## config.mk

```make
export PLATFORM = sky130hd
export DESIGN_NAME = mem_wb_stage
export DESIGN_NICKNAME = d
export VERILOG_FILES = /design/src/rtl/mem_wb_stage_pkg.sv /design/src/rtl/mem_wb_stage_data_mem.sv /design/src/rtl/mem_wb_stage.sv
export SDC_FILE = /design/constraint.sdc
export NUM_CORES = 1
export LEC_CHECK = 0
export CAP_MARGIN = 20
export CORE_MARGIN = 5
export CORE_UTILIZATION = 35
export DETAILED_ROUTE_END_ITERATION = 8
export MAX_ROUTING_LAYER = met4
export PLACE_DENSITY_LB_ADDON = 0.2
export SYNTH_ARGS = -nofsm -noshare
export SYNTH_HDL_FRONTEND = slang
export SYNTH_SLANG_ARGS = --single-unit
export TNS_END_PERCENT = 10
```

## constraint.sdc

```tcl
create_clock -name clk -period 2.7 [get_ports clk]
set_input_delay 0.54 -clock clk [delete_from_list [all_inputs] [get_ports clk]]
set_output_delay 0.54 -clock clk [all_outputs]
set_load 0.1 [all_outputs]
```

## src/rtl/mem_wb_stage_pkg.sv

```systemverilog
// Shared widths, MEM/WB latch layout and address-legality helper for the MEM/WB stage.
package mem_wb_stage_pkg;

  localparam int unsigned WORD_W = 32;
  localparam int unsigned REG_W  = 5;

  typedef logic [WORD_W-1:0] word_t;
  typedef logic [REG_W-1:0]  reg_idx_t;

  typedef struct packed {
    word_t    alu_result;
    word_t    mdata;
    logic     m2reg;
    logic     wreg;
    reg_idx_t rn;
  } mem_wb_t;

  // Word-aligned and inside the 4*2^aw byte window starting at address 0.
  function automatic logic addr_valid(input word_t addr, input int unsigned aw);
    return (addr[1:0] == 2'b00) && ((addr >> (aw + 2)) == '0);
  endfunction

endpackage

```

## src/rtl/mem_wb_stage_data_mem.sv

```systemverilog
// Word-organised data memory: synchronous write, asynchronous read, asynchronous clear.
module mem_wb_stage_data_mem
  import mem_wb_stage_pkg::*;
#(
  parameter int unsigned DEPTH = 32,
  parameter int unsigned AW    = $clog2(DEPTH)
) (
  input  logic          clk,
  input  logic          clrn,
  input  logic          we,
  input  logic [AW-1:0] waddr,
  input  word_t         wdata,
  input  logic [AW-1:0] raddr,
  output word_t         rdata
);

  word_t mem_q [DEPTH];

  always_ff @(posedge clk or negedge clrn) begin
    if (!clrn) begin
      for (int i = 0; i < DEPTH; i++) begin
        mem_q[i] <= '0;
      end
    end else if (we) begin
      mem_q[waddr] <= wdata;
    end
  end

  // Read sees pre-edge contents, so a same-cycle store is not bypassed.
  assign rdata = mem_q[raddr];

endmodule

```

## src/rtl/mem_wb_stage.sv

```systemverilog
// MEM stage data access plus the MEM/WB pipeline latch, forwarding value and sticky fault flag.
module mem_wb_stage
  import mem_wb_stage_pkg::*;
#(
  parameter int unsigned DEPTH = 32,
  parameter int unsigned AW    = $clog2(DEPTH)
) (
  input  logic     clk,
  input  logic     clrn,
  input  word_t    mem_Alu_Result,
  input  word_t    mem_rb,
  input  logic     mem_wmem,
  input  logic     mem_m2reg,
  input  logic     mem_wreg,
  input  reg_idx_t mem_rn,
  output word_t    wb_Alu_Result,
  output word_t    wb_mdata,
  output logic     wb_m2reg,
  output logic     wb_wreg,
  output reg_idx_t wb_rn,
  output word_t    wb_data,
  output word_t    fwd_mem_data,
  output logic     addr_fault
);

  logic          access_valid;
  logic          access_req;
  logic          mem_we;
  logic [AW-1:0] word_idx;
  word_t         raw_rdata;
  word_t         rd_data;

  mem_wb_t wb_q, wb_d;
  logic    fault_q, fault_d;

  assign access_valid = addr_valid(mem_Alu_Result, AW);
  assign word_idx     = mem_Alu_Result[AW+1:2];
  assign access_req   = mem_wmem | mem_m2reg;
  // A store wins when both wmem and m2reg are set; the read path still runs.
  assign mem_we       = mem_wmem & access_valid;

  mem_wb_stage_data_mem #(
    .DEPTH (DEPTH),
    .AW    (AW)
  ) u_data_mem (
    .clk   (clk),
    .clrn  (clrn),
    .we    (mem_we),
    .waddr (word_idx),
    .wdata (mem_rb),
    .raddr (word_idx),
    .rdata (raw_rdata)
  );

  always_comb begin
    rd_data      = access_valid ? raw_rdata : '0;
    fwd_mem_data = mem_m2reg ? rd_data : mem_Alu_Result;
  end

  always_comb begin
    wb_d            = wb_q;
    wb_d.alu_result = mem_Alu_Result;
    wb_d.mdata      = rd_data;
    wb_d.m2reg      = mem_m2reg;
    wb_d.rn         = mem_rn;
    // A faulting load must not commit garbage to the register file.
    wb_d.wreg       = mem_wreg & ~(mem_m2reg & ~access_valid);
    fault_d         = fault_q | (access_req & ~access_valid);
  end

  always_ff @(posedge clk or negedge clrn) begin
    if (!clrn) begin
      wb_q    <= '0;
      fault_q <= 1'b0;
    end else begin
      wb_q    <= wb_d;
      fault_q <= fault_d;
    end
  end

  assign wb_Alu_Result = wb_q.alu_result;
  assign wb_mdata      = wb_q.mdata;
  assign wb_m2reg      = wb_q.m2reg;
  assign wb_wreg       = wb_q.wreg;
  assign wb_rn         = wb_q.rn;
  assign wb_data       = wb_q.m2reg ? wb_q.mdata : wb_q.alu_result;
  assign addr_fault    = fault_q;

endmodule

```

==> results of run 1 <==
cell type report:
class | count | area [um2]
antenna | 1 | 2.502
inverter | 2 | 10.01
multi-input combinational | 2058 | 22010
clock buffer | 192 | 3706
clock inverter | 29 | 385.4
tap | 1890 | 2365
timing repair buffer | 652 | 8164
fill | 12749 | 77860
sequential | 1096 | 27430
registers in the layout (all words and copies together), names as in the netlist:
signal            flops
wb_wreg               1
u_data_mem.mem_q   1024
wb_m2reg              1
wb_mdata             32
wb_Alu_Result        32
addr_fault            1
wb_rn                 5
cell usage after synthesis (all sizes together) (2+ instances only):
master,n
mux4,65
a22oi,91
nand4,3
and3b,2
mux2i,225
inv,2
or4,3
o22ai,58
nand2b,3
a211oi,40
dfrtp,1096
or3,29
o211ai,31
nor4bb,3
nand2,37
nor3,17
and4,2
buf,177
clkbuf,152
a21oi,35
nor2,95
mux2,1175
nor2b,40
nand3b,3
and4b,3
or4b,2
nand3,32
o31ai,31
nor4,22
path summary, 6_finish.rpt:
path	from	endpoint	cells past startpoint
worst max-delay path	u_data_mem.mem_q[914]	fwd_mem_data[18]	5
worst min-delay path	mem_Alu_Result[16]	wb_Alu_Result[16]	2
worst max register to register	u_data_mem.mem_q[914]	wb_mdata[18]	5
worst min register to register	u_data_mem.mem_q[485]	u_data_mem.mem_q[485]	1
max in group asynchronous	clrn	wb_mdata[9]	4
min in group asynchronous	clrn	u_data_mem.mem_q[471]	2
layer usage:
metal  vias up  global-route usage
met3       169             0.02436
li1      13667                   -
met2       541              0.3390
met1     16604              0.2940
met4         0             0.05093
met5         -                   -
cell usage in the layout, fill, tap and decap left out, types with 35 or more instances in the layout:
cell | Yosys | layout
sky130_fd_sc_hd__mux2_2 | 1116 | 1087
sky130_fd_sc_hd__buf_12 | 0 | 218
sky130_fd_sc_hd__nor2_1 | 95 | 93
sky130_fd_sc_hd__mux2i_1 | 225 | 224
sky130_fd_sc_hd__nand2_1 | 35 | 35
sky130_fd_sc_hd__mux4_2 | 65 | 65
sky130_fd_sc_hd__clkbuf_16 | 0 | 122
sky130_fd_sc_hd__clkbuf_8 | 0 | 39
sky130_fd_sc_hd__a21oi_1 | 35 | 35
sky130_fd_sc_hd__nor2b_1 | 40 | 40
sky130_fd_sc_hd__a211oi_1 | 40 | 39
sky130_fd_sc_hd__o22ai_1 | 58 | 58
sky130_fd_sc_hd__a22oi_1 | 91 | 71
sky130_fd_sc_hd__mux2_1 | 59 | 59
sky130_fd_sc_hd__clkdlybuf4s50_1 | 0 | 43
sky130_fd_sc_hd__buf_4 | 57 | 328
sky130_fd_sc_hd__dfrtp_1 | 1096 | 1095
where the power goes:
part / switching [mW] / internal (mW)
clock: 6.90 / 10.0
combinational: 2.18 / 1.11
sequential: 0.0246 / 16.5
total: 9.11 / 27.6
logic make-up after synthesis:
kind of cell | share of synthesized area
and+or+nand+nor | 0.03836
buffers and inverters | 0.03309
DFF | 0.5474
muxes | 0.3382
AOI/OAI and AO/OA | 0.04293
through the flow:
stage	hold WS (ns)	cells
floorplan	0.2444	3485
global placement	0.4510	5651
detailed placement	0.4639	5651
CTS	0.0002490	5915
global route	0.04181	5919
finish	0.07778	5920
what timing repair did:
item / in CTS / in global routing
hold buffers: 3 / 0
setup endpoints to repair: 1087 / 350
buffers inserted: 36 / 4
gates resized for setup: 190 / 20
gates cloned: 8 / 0
pin swaps: 49 / 27
hold endpoints to repair: 88 / 0
critical path: cells and delay by family, from the launching register on:
| kind | cells | cell delay, ns |
|---|---|---|
| AOI/OAI and AO/OA | 2 | 0.71 |
| muxes | 1 | 0.50 |
| DFF | 1 | 0.37 |
| and+or+nand+nor | 1 | 0.28 |
| buffers and inverters | 1 | 0.17 |
==> results.toml, run 1 <==
[status]
outcome = "finished with violations"
violations = "setup timing"

[worst_setup_path]
slowest_delay_ns = 0.65
data_required_time_at_the_worst_endpoint_ns = 2.16
timing.setup.critical_path_class = "reg -> out"
cp.arrival_ns = 2.77
worstSetupEndpointType = "output port"
r2r_slack_ns = 0.63
critical_path.cell_chain = "mux4_2, o211ai_1, or3_4, o31ai_4, buf_12"
cp_slowest_cell = "sky130_fd_sc_hd__o211ai_1"
critical_path_peak_fanout = 2
setup.worst_path.start_class = "flop"

[hold_path]
hp-class = "in -> reg"

[drt]
via_per_inst = 5.233
detailroute.via_count = 30981
drc_marker_count_from_the_first_detailed_route_iteration = 1721
routed-wl-met3_um = 5104
ant_nets = 0
met1Wirelength_um = 73740
detailed_route_drc_error_count = 0
detail_route.wl_per_cell_um = 26.53
detailedRoute.firstPassIterationCount = 5
maxUsedRoutingLayer = "met4"
dr_wl_met2_um = 74810
drt-total-wl_um = 157100

[die]
die_h_um = 388.4
die_area_um2 = 150800
coreArea_um2 = 141900
initial_core_util = 0.3530
die_x_extent_um = 388.4
placementRows = 138
ioPinCount = 210

[sta]
setup_total_negative_slack_ns = -16.52
worst_clock_skew_ns = 0.02705
timing_max_transition_violations_final = 0
clock.fmax_mhz = 302.0
slew_headroom = 0.4589
report.final.setup_viol = 32
setup_ws_ns = -0.6111
timing.final.crit_share = 1.226
count_of_final_hold_check_violations = 0
period_minus_slack_ns = 3.311
grt_setup_unrepaired = "true"
tightest_slew_ns = 0.8082

[cts]
cts_max_level = 3
cts_buf_count = 120
cts.sinks = 1096
clk_latency_ns = 0.74
clk_root_buffer_cell = "sky130_fd_sc_hd__clkbuf_16"
cts_max_path_buffers = 3
cts_tree = "done"
clk_pin_slew_ns = 0.06

[logic_synthesis]
synth-seq-cells = 1096
yosys-top-cells-area = "sky130_fd_sc_hd__dfrtp_1 55%, sky130_fd_sc_hd__mux2_2 25%, sky130_fd_sc_hd__mux2i_1 4.5%, sky130_fd_sc_hd__mux4_2 2.9%, sky130_fd_sc_hd__a22oi_1 1.4%"
synth_ff_type = "sky130_fd_sc_hd__dfrtp_1"
yosysSeqAreaShare = 0.5474
yosys_warnings = 0
synth_area_leader_cell = "sky130_fd_sc_hd__dfrtp_1"
synth_area_um2 = 50100
synth_enable_flop_cells = 0
postSynthCellCount = 3485
synth_top_cell_area_share = 0.5474
synth_area_per_inst_um2 = 14.38
postSynthNetCount = 3559
netlist-cell-type-count = 54
proportion_of_register_bits_with_asynchronous_set_or_reset_after_synthesis = 1.000

[layout]
drive_above_1_share = 0.5254
final_nets = 4004
layout-area-overhead-vs-synth_pct = 27.87
summed_area_of_non_filler_cells_in_the_final_layout_um2 = 64070
final_core_util = 0.4514

[global_routing]
first_pass_grt_wire_length_um = 232900
initial_antenna_violation_count = 3
first_global_vias = 32763
grt_max_degree = 99
grt_use_total = 0.2130
globalRoute.totalOverflow = 0

[power_and_ir_drop]
pwr_density_cell_nw_per_um2 = 572.7
vdd_ir_drop_max_mv = 0.5456
finalPower_mw = 36.69
leakage_nw = 31.10

[place]
pre_cts_slack_ns = -1.649
finalWeightedCongestion = 0.7882
dpl.hpwl_um = 103600
port_buffers = 209
dpl-instance-area_um2 = 58880

[run]
drv_cap = 0
Power figures use the tool's default switching activity.
==> inputs of run 2 (changes only) <==
Clock period 2.7 ns to 4 ns, I/O delays scaled along.
==> results.toml, run 2 (synthesis gave the netlist of run 1 again) <==
[die]
die_x_extent_um = 388.4
ioPinCount = 210
die_h_um = 388.4
placementRows = 138
die_area_um2 = 150800
initial_core_util = 0.3530
coreArea_um2 = 141900

[layout]
largest_reg_flops = 1024
layout_commonest_cell = "sky130_fd_sc_hd__mux2_2"
layout-area-overhead-vs-synth_pct = 25.28
final_core_util = 0.4423
register_ranked_first_by_flip_flop_count = "u_data_mem.mem_q"
drive_above_1_share = 0.4928
summed_area_of_non_filler_cells_in_the_final_layout_um2 = 62770
mostFrequentLayoutCells = "1116 x sky130_fd_sc_hd__mux2_2, 1095 x sky130_fd_sc_hd__dfrtp_1, 248 x sky130_fd_sc_hd__buf_4"
n_fill_cell = 12820
final_nets = 3941

[sta]
count_of_final_hold_check_violations = 0
worst_clock_skew_ns = 0.01819
period_minus_slack_ns = 4.050
timing.final.crit_share = 1.013
setup_ws_ns = -0.05039
grt_setup_unrepaired = "true"
timing_max_transition_violations_final = 0
report.final.setup_viol = 7
tightest_slew_ns = 1.148
clock.fmax_mhz = 246.9
slew_headroom = 0.2324

[global_routing]
grt_max_degree = 73
grt_use_total = 0.2129
globalRoute.totalOverflow = 0
first_global_vias = 32494
first_pass_grt_wire_length_um = 234100
initial_antenna_violation_count = 4

[drt]
detailedRoute.firstPassIterationCount = 5
drt-total-wl_um = 157300
via_per_inst = 5.329
detailroute.via_count = 31173
ant_nets = 0
detailed_route_drc_error_count = 0
drc_marker_count_from_the_first_detailed_route_iteration = 1918
detail_route.wl_per_cell_um = 26.89

[power_and_ir_drop]
leakage_nw = 30.32
vdd_ir_drop_max_mv = 0.3780
pwr_density_cell_nw_per_um2 = 385.8
finalPower_mw = 24.22

[worst_setup_path]
slowest_delay_ns = 0.46
critical_path.cell_chain = "buf_8, nor4_4, buf_4, and4_4, nand4_4, buf_12, or4_4, o31ai_4, buf_12"
worstSetupEndpointType = "output port"
path_common_cell = "sky130_fd_sc_hd__buf_12"
critical_path_peak_fanout = 5
data_required_time_at_the_worst_endpoint_ns = 3.20
worst_r2r_path_depth = 6
timing.setup.critical_path_class = "in -> out"
cp.arrival_ns = 3.25
setup.worst_path.start_class = "primary input"
cp_slowest_cell = "sky130_fd_sc_hd__or4_4"

[cts]
cts.sinks = 1096
clk_pin_slew_ns = 0.06
cts_tree = "done"
cts_max_level = 3
ctsHoldBuffers = 0
clk_root_buffer_cell = "sky130_fd_sc_hd__clkbuf_16"
cts_max_path_buffers = 3
cts_buf_count = 118
clk_latency_ns = 0.75

[hold_path]
hp-class = "in -> async"

[run]
drv_cap = 0

[place]
dpl-instance-area_um2 = 57880
port_buffers = 209
dpl.hpwl_um = 105100
finalWeightedCongestion = 0.7866

[status]
outcome = "finished with violations"
violations = "setup timing"
==> run 2: changes by cell type in the layout (fill, tap and decap cells not counted), sizes merged <==
cell	delta
inv	-1
dlygate4sd2	+7
bufbuf	-3
clkdlybuf4s15	-1
dlygate4sd3	-3
buf	-138
clkdlybuf4s50	+74
bufinv	-4
clkbuf	+5
clkinv	-6
==> run 2: area by class of cell <==
| class | count | area [um2] | share of cell area |
|---|---|---|---|
| multi-input combinational | 2058 | 21820 | 0.3475 |
| clock buffer | 194 | 3641 | 0.05800 |
| sequential | 1096 | 27430 | 0.4369 |
| tap | 1890 | 2365 | 0.03767 |
| antenna | 1 | 2.502 | 0.00003986 |
| inverter | 2 | 10.01 | 0.0001595 |
| clock inverter | 18 | 237.7 | 0.003787 |
| timing repair buffer | 591 | 7273 | 0.1159 |
==> run 2: metrics by stage <==
stage / hold slack, ns / instances / setup slack [ns] / setup TNS, ns
floorplan: 0.4495 / 3485 / -0.4438 / -11.93
global placement: 0.4543 / 5607 / -1.231 / -641.62
detailed placement: 0.4513 / 5616 / -1.239 / -628.01
CTS: 0.05885 / 5842 / -0.03249 / -0.05184
global route: 0.09669 / 5850 / -0.09126 / -0.3824
finish: 0.04856 / 5850 / -0.05039 / -0.1274
==> run 2: power by group <==
part / internal (mW) / total [mW] / switching (mW)
combinational: 0.685 / 2.13 / 1.45
clock: 6.36 / 11.0 / 4.59
sequential: 11.1 / 11.1 / 0.0186
total: 18.2 / 24.2 / 6.06
==> run 2: repair_timing <==
item                       4_1_cts  5_1_grt
buffers inserted                11        0
cloned                           4        0
setup endpoints to repair       77       24
pin swaps                       59        2
gates resized for setup        145        8
==> run 2: critical path, delay by kind of cell <==
family	cells	cell delay (ns)
AOI/OAI and AO/OA	1	0.37
and+or+nand+nor	4	1.33
buffers and inverters	4	0.72
==> run 2: final timing paths <==
kind                                        from               endpoint  slack [ns]
max                           mem_Alu_Result[21]       fwd_mem_data[31]       -0.05
min                                         clrn  u_data_mem.mem_q[841]        0.05
max reg2reg                u_data_mem.mem_q[863]           wb_mdata[31]        2.18
min reg2reg                           addr_fault             addr_fault        0.46
max in group asynchronous                   clrn  u_data_mem.mem_q[831]        2.84
min in group clk              mem_Alu_Result[21]      wb_Alu_Result[21]        0.28
==> run 2: routing by layer <==
layer	wire length, um	up-vias	share of wire	track usage
met5	0	-	0	-
met4	2842	0	0.018	0.04691
met3	6136	159	0.039	0.02794
met2	73700	584	0.47	0.3316
met1	74640	16884	0.47	0.2995
li1	-	13546	-	-
==> inputs of run 3 (changes only) <==
Settings changed: REMOVE_ABC_BUFFERS from default to 1.
==> results.toml, run 3 (synthesis gave the netlist of run 1 again) <==
[layout]
largest_reg_flops = 1024
summed_area_of_non_filler_cells_in_the_final_layout_um2 = 62710
layout-area-overhead-vs-synth_pct = 25.16
drive_above_1_share = 0.4907
n_fill_cell = 12814
final_nets = 3934
post_layout_nonfiller_instances = 5852
mostFrequentLayoutCells = "1116 x sky130_fd_sc_hd__mux2_2, 1095 x sky130_fd_sc_hd__dfrtp_1, 236 x sky130_fd_sc_hd__buf_4"
register_ranked_first_by_flip_flop_count = "u_data_mem.mem_q"
layout_commonest_cell = "sky130_fd_sc_hd__mux2_2"

[sta]
grt_setup_unrepaired = "true"
timing.final.crit_share = 1.009
tightest_slew_ns = 1.141
setup_total_negative_slack_ns = -0.03463
count_of_final_hold_check_violations = 0
timing_max_transition_violations_final = 0
period_minus_slack_ns = 4.035
clock.fmax_mhz = 247.9
worst_clock_skew_ns = 0.02391
finalHoldWorstSlack_ns = 0.04886
report.final.setup_viol = 1
slew_headroom = 0.2372
setup_ws_ns = -0.03463

[status]
outcome = "finished with violations"
violations = "setup timing"

[cts]
cts_tree = "done"
clk_root_buffer_cell = "sky130_fd_sc_hd__clkbuf_16"
cts_max_level = 3
cts_max_path_buffers = 3
cts.sinks = 1096
cts_buf_count = 121
ctsHoldBuffers = 0
clk_latency_ns = 0.75
clk_pin_slew_ns = 0.06

[die]
die_area_um2 = 150800
placementRows = 138
coreArea_um2 = 141900
die_x_extent_um = 388.4
ioPinCount = 210
die_h_um = 388.4
initial_core_util = 0.3530

[place]
dpl-instance-area_um2 = 57540
dpl.hpwl_um = 102800
finalWeightedCongestion = 0.7797
port_buffers = 209
dpl.cell_count = 5598

[drt]
ant_nets = 0
detailed_route_drc_error_count = 0
drt-total-wl_um = 157700
detailroute.via_count = 30870
via_per_inst = 5.275
detail_route.wl_per_cell_um = 26.94
detailedRoute.firstPassIterationCount = 5
drc_marker_count_from_the_first_detailed_route_iteration = 2065

[power_and_ir_drop]
vdd_ir_drop_max_mv = 0.3546
swShare = 0.2507
combPwrFrac = 0.084
pwr_density_cell_nw_per_um2 = 394.8
finalPower_mw = 24.76
leakage_nw = 30.35
internal_power_mw = 18.55
power_frac_seq = 0.449
power_frac_clock = 0.467
power.switching_mw = 6.207

[global_routing]
grt_max_degree = 107
grt_use_total = 0.2129
globalRoute.totalOverflow = 0
initial_antenna_violation_count = 11
first_global_vias = 32485
first_pass_grt_wire_length_um = 232000

[hold_path]
hp-class = "in -> async"

[worst_setup_path]
worstSetupEndpointType = "output port"
critical_path_peak_fanout = 6
data_required_time_at_the_worst_endpoint_ns = 3.20
cp.arrival_ns = 3.23
r2r_slack_ns = 2.22
timing.setup.critical_path_class = "in -> out"
setup.worst_path.start_class = "primary input"

[run]
drv_cap = 0
-- run 3: changes by cell type in the layout (fill, tap and decap cells not counted), sizes merged, moves of 5 or more --
cell,delta
dlygate4sd2,-9
clkinvlp,+7
clkinv,+18
bufinv,+9
clkbuf,-19
dlymetal6s2s,+5
buf,-12
-- run 3: per-stage QoR --
stage	utilization	setup WS [ns]
2_1_floorplan	-	-2.583
3_3_place_gp	0.4046	-0.9215
3_5_place_dp	0.4054	-0.8816
4_1_cts	0.4389	0.0001144
5_1_grt	0.4418	-0.05607
6_report	0.4418	-0.03463
-- run 3: what timing repair did --
item,CTS,global route
resized for setup,104,54
pin swaps,29,15
setup buffers,12,0
gates cloned,6,0
endpoints found under the setup margin,32,32
-- run 3: per-layer routing --
metal / vias up / wire [um] / GRT usage / share of wire
met1: 16518 / 74180 / 0.2957 / 0.47
met5: - / 0 / - / 0
met2: 651 / 72080 / 0.3254 / 0.46
met3: 182 / 7503 / 0.03641 / 0.048
li1: 13519 / - / - / -
met4: 0 / 3897 / 0.05569 / 0.025
-- run 3: final timing paths --
check,start,endpoint,cells after the start
min,clrn,wb_rn[3],1
min in group clk,mem_Alu_Result[6],wb_Alu_Result[6],1
max,mem_Alu_Result[7],fwd_mem_data[4],10
max in group asynchronous,clrn,u_data_mem.mem_q[191],2
max reg2reg,u_data_mem.mem_q[587],wb_mdata[11],6
min reg2reg,u_data_mem.mem_q[744],u_data_mem.mem_q[744],1
-- run 3: layout make-up --
cell class	instances	area (um2)	share of cell area
Clock inverter	52	675.6	0.01077
Multi-Input combinational cell	2058	21600	0.3445
Tap cell	1890	2365	0.03771
Antenna cell	2	5.005	0.00007981
Sequential cell	1096	27430	0.4374
Timing Repair Buffer	581	7167	0.1143
Clock buffer	171	3457	0.05513
Inverter	2	8.758	0.0001397
-- run 3: power groups by stage --
stage	registers, mW	clock network (mW)	logic, mW
after floorplan	11.5	0	0.580
after global placement	11.3	0	2.00
after detailed placement	11.3	0	2.01
after CTS	11.1	11.9	2.06
after global routing	11.1	12.3	2.19
final	11.1	11.6	2.08
-- run 3: critical path, cell delays in order --
cell                              delay, ns
sky130_fd_sc_hd__clkdlybuf4s50_1       0.48
sky130_fd_sc_hd__nor3_4                0.19
sky130_fd_sc_hd__buf_4                 0.20
sky130_fd_sc_hd__nand4_4               0.12
sky130_fd_sc_hd__buf_6                 0.16
sky130_fd_sc_hd__buf_12                0.14
sky130_fd_sc_hd__or3_4                 0.41
sky130_fd_sc_hd__o31ai_4               0.40
sky130_fd_sc_hd__buf_6                 0.16
sky130_fd_sc_hd__buf_12                0.16
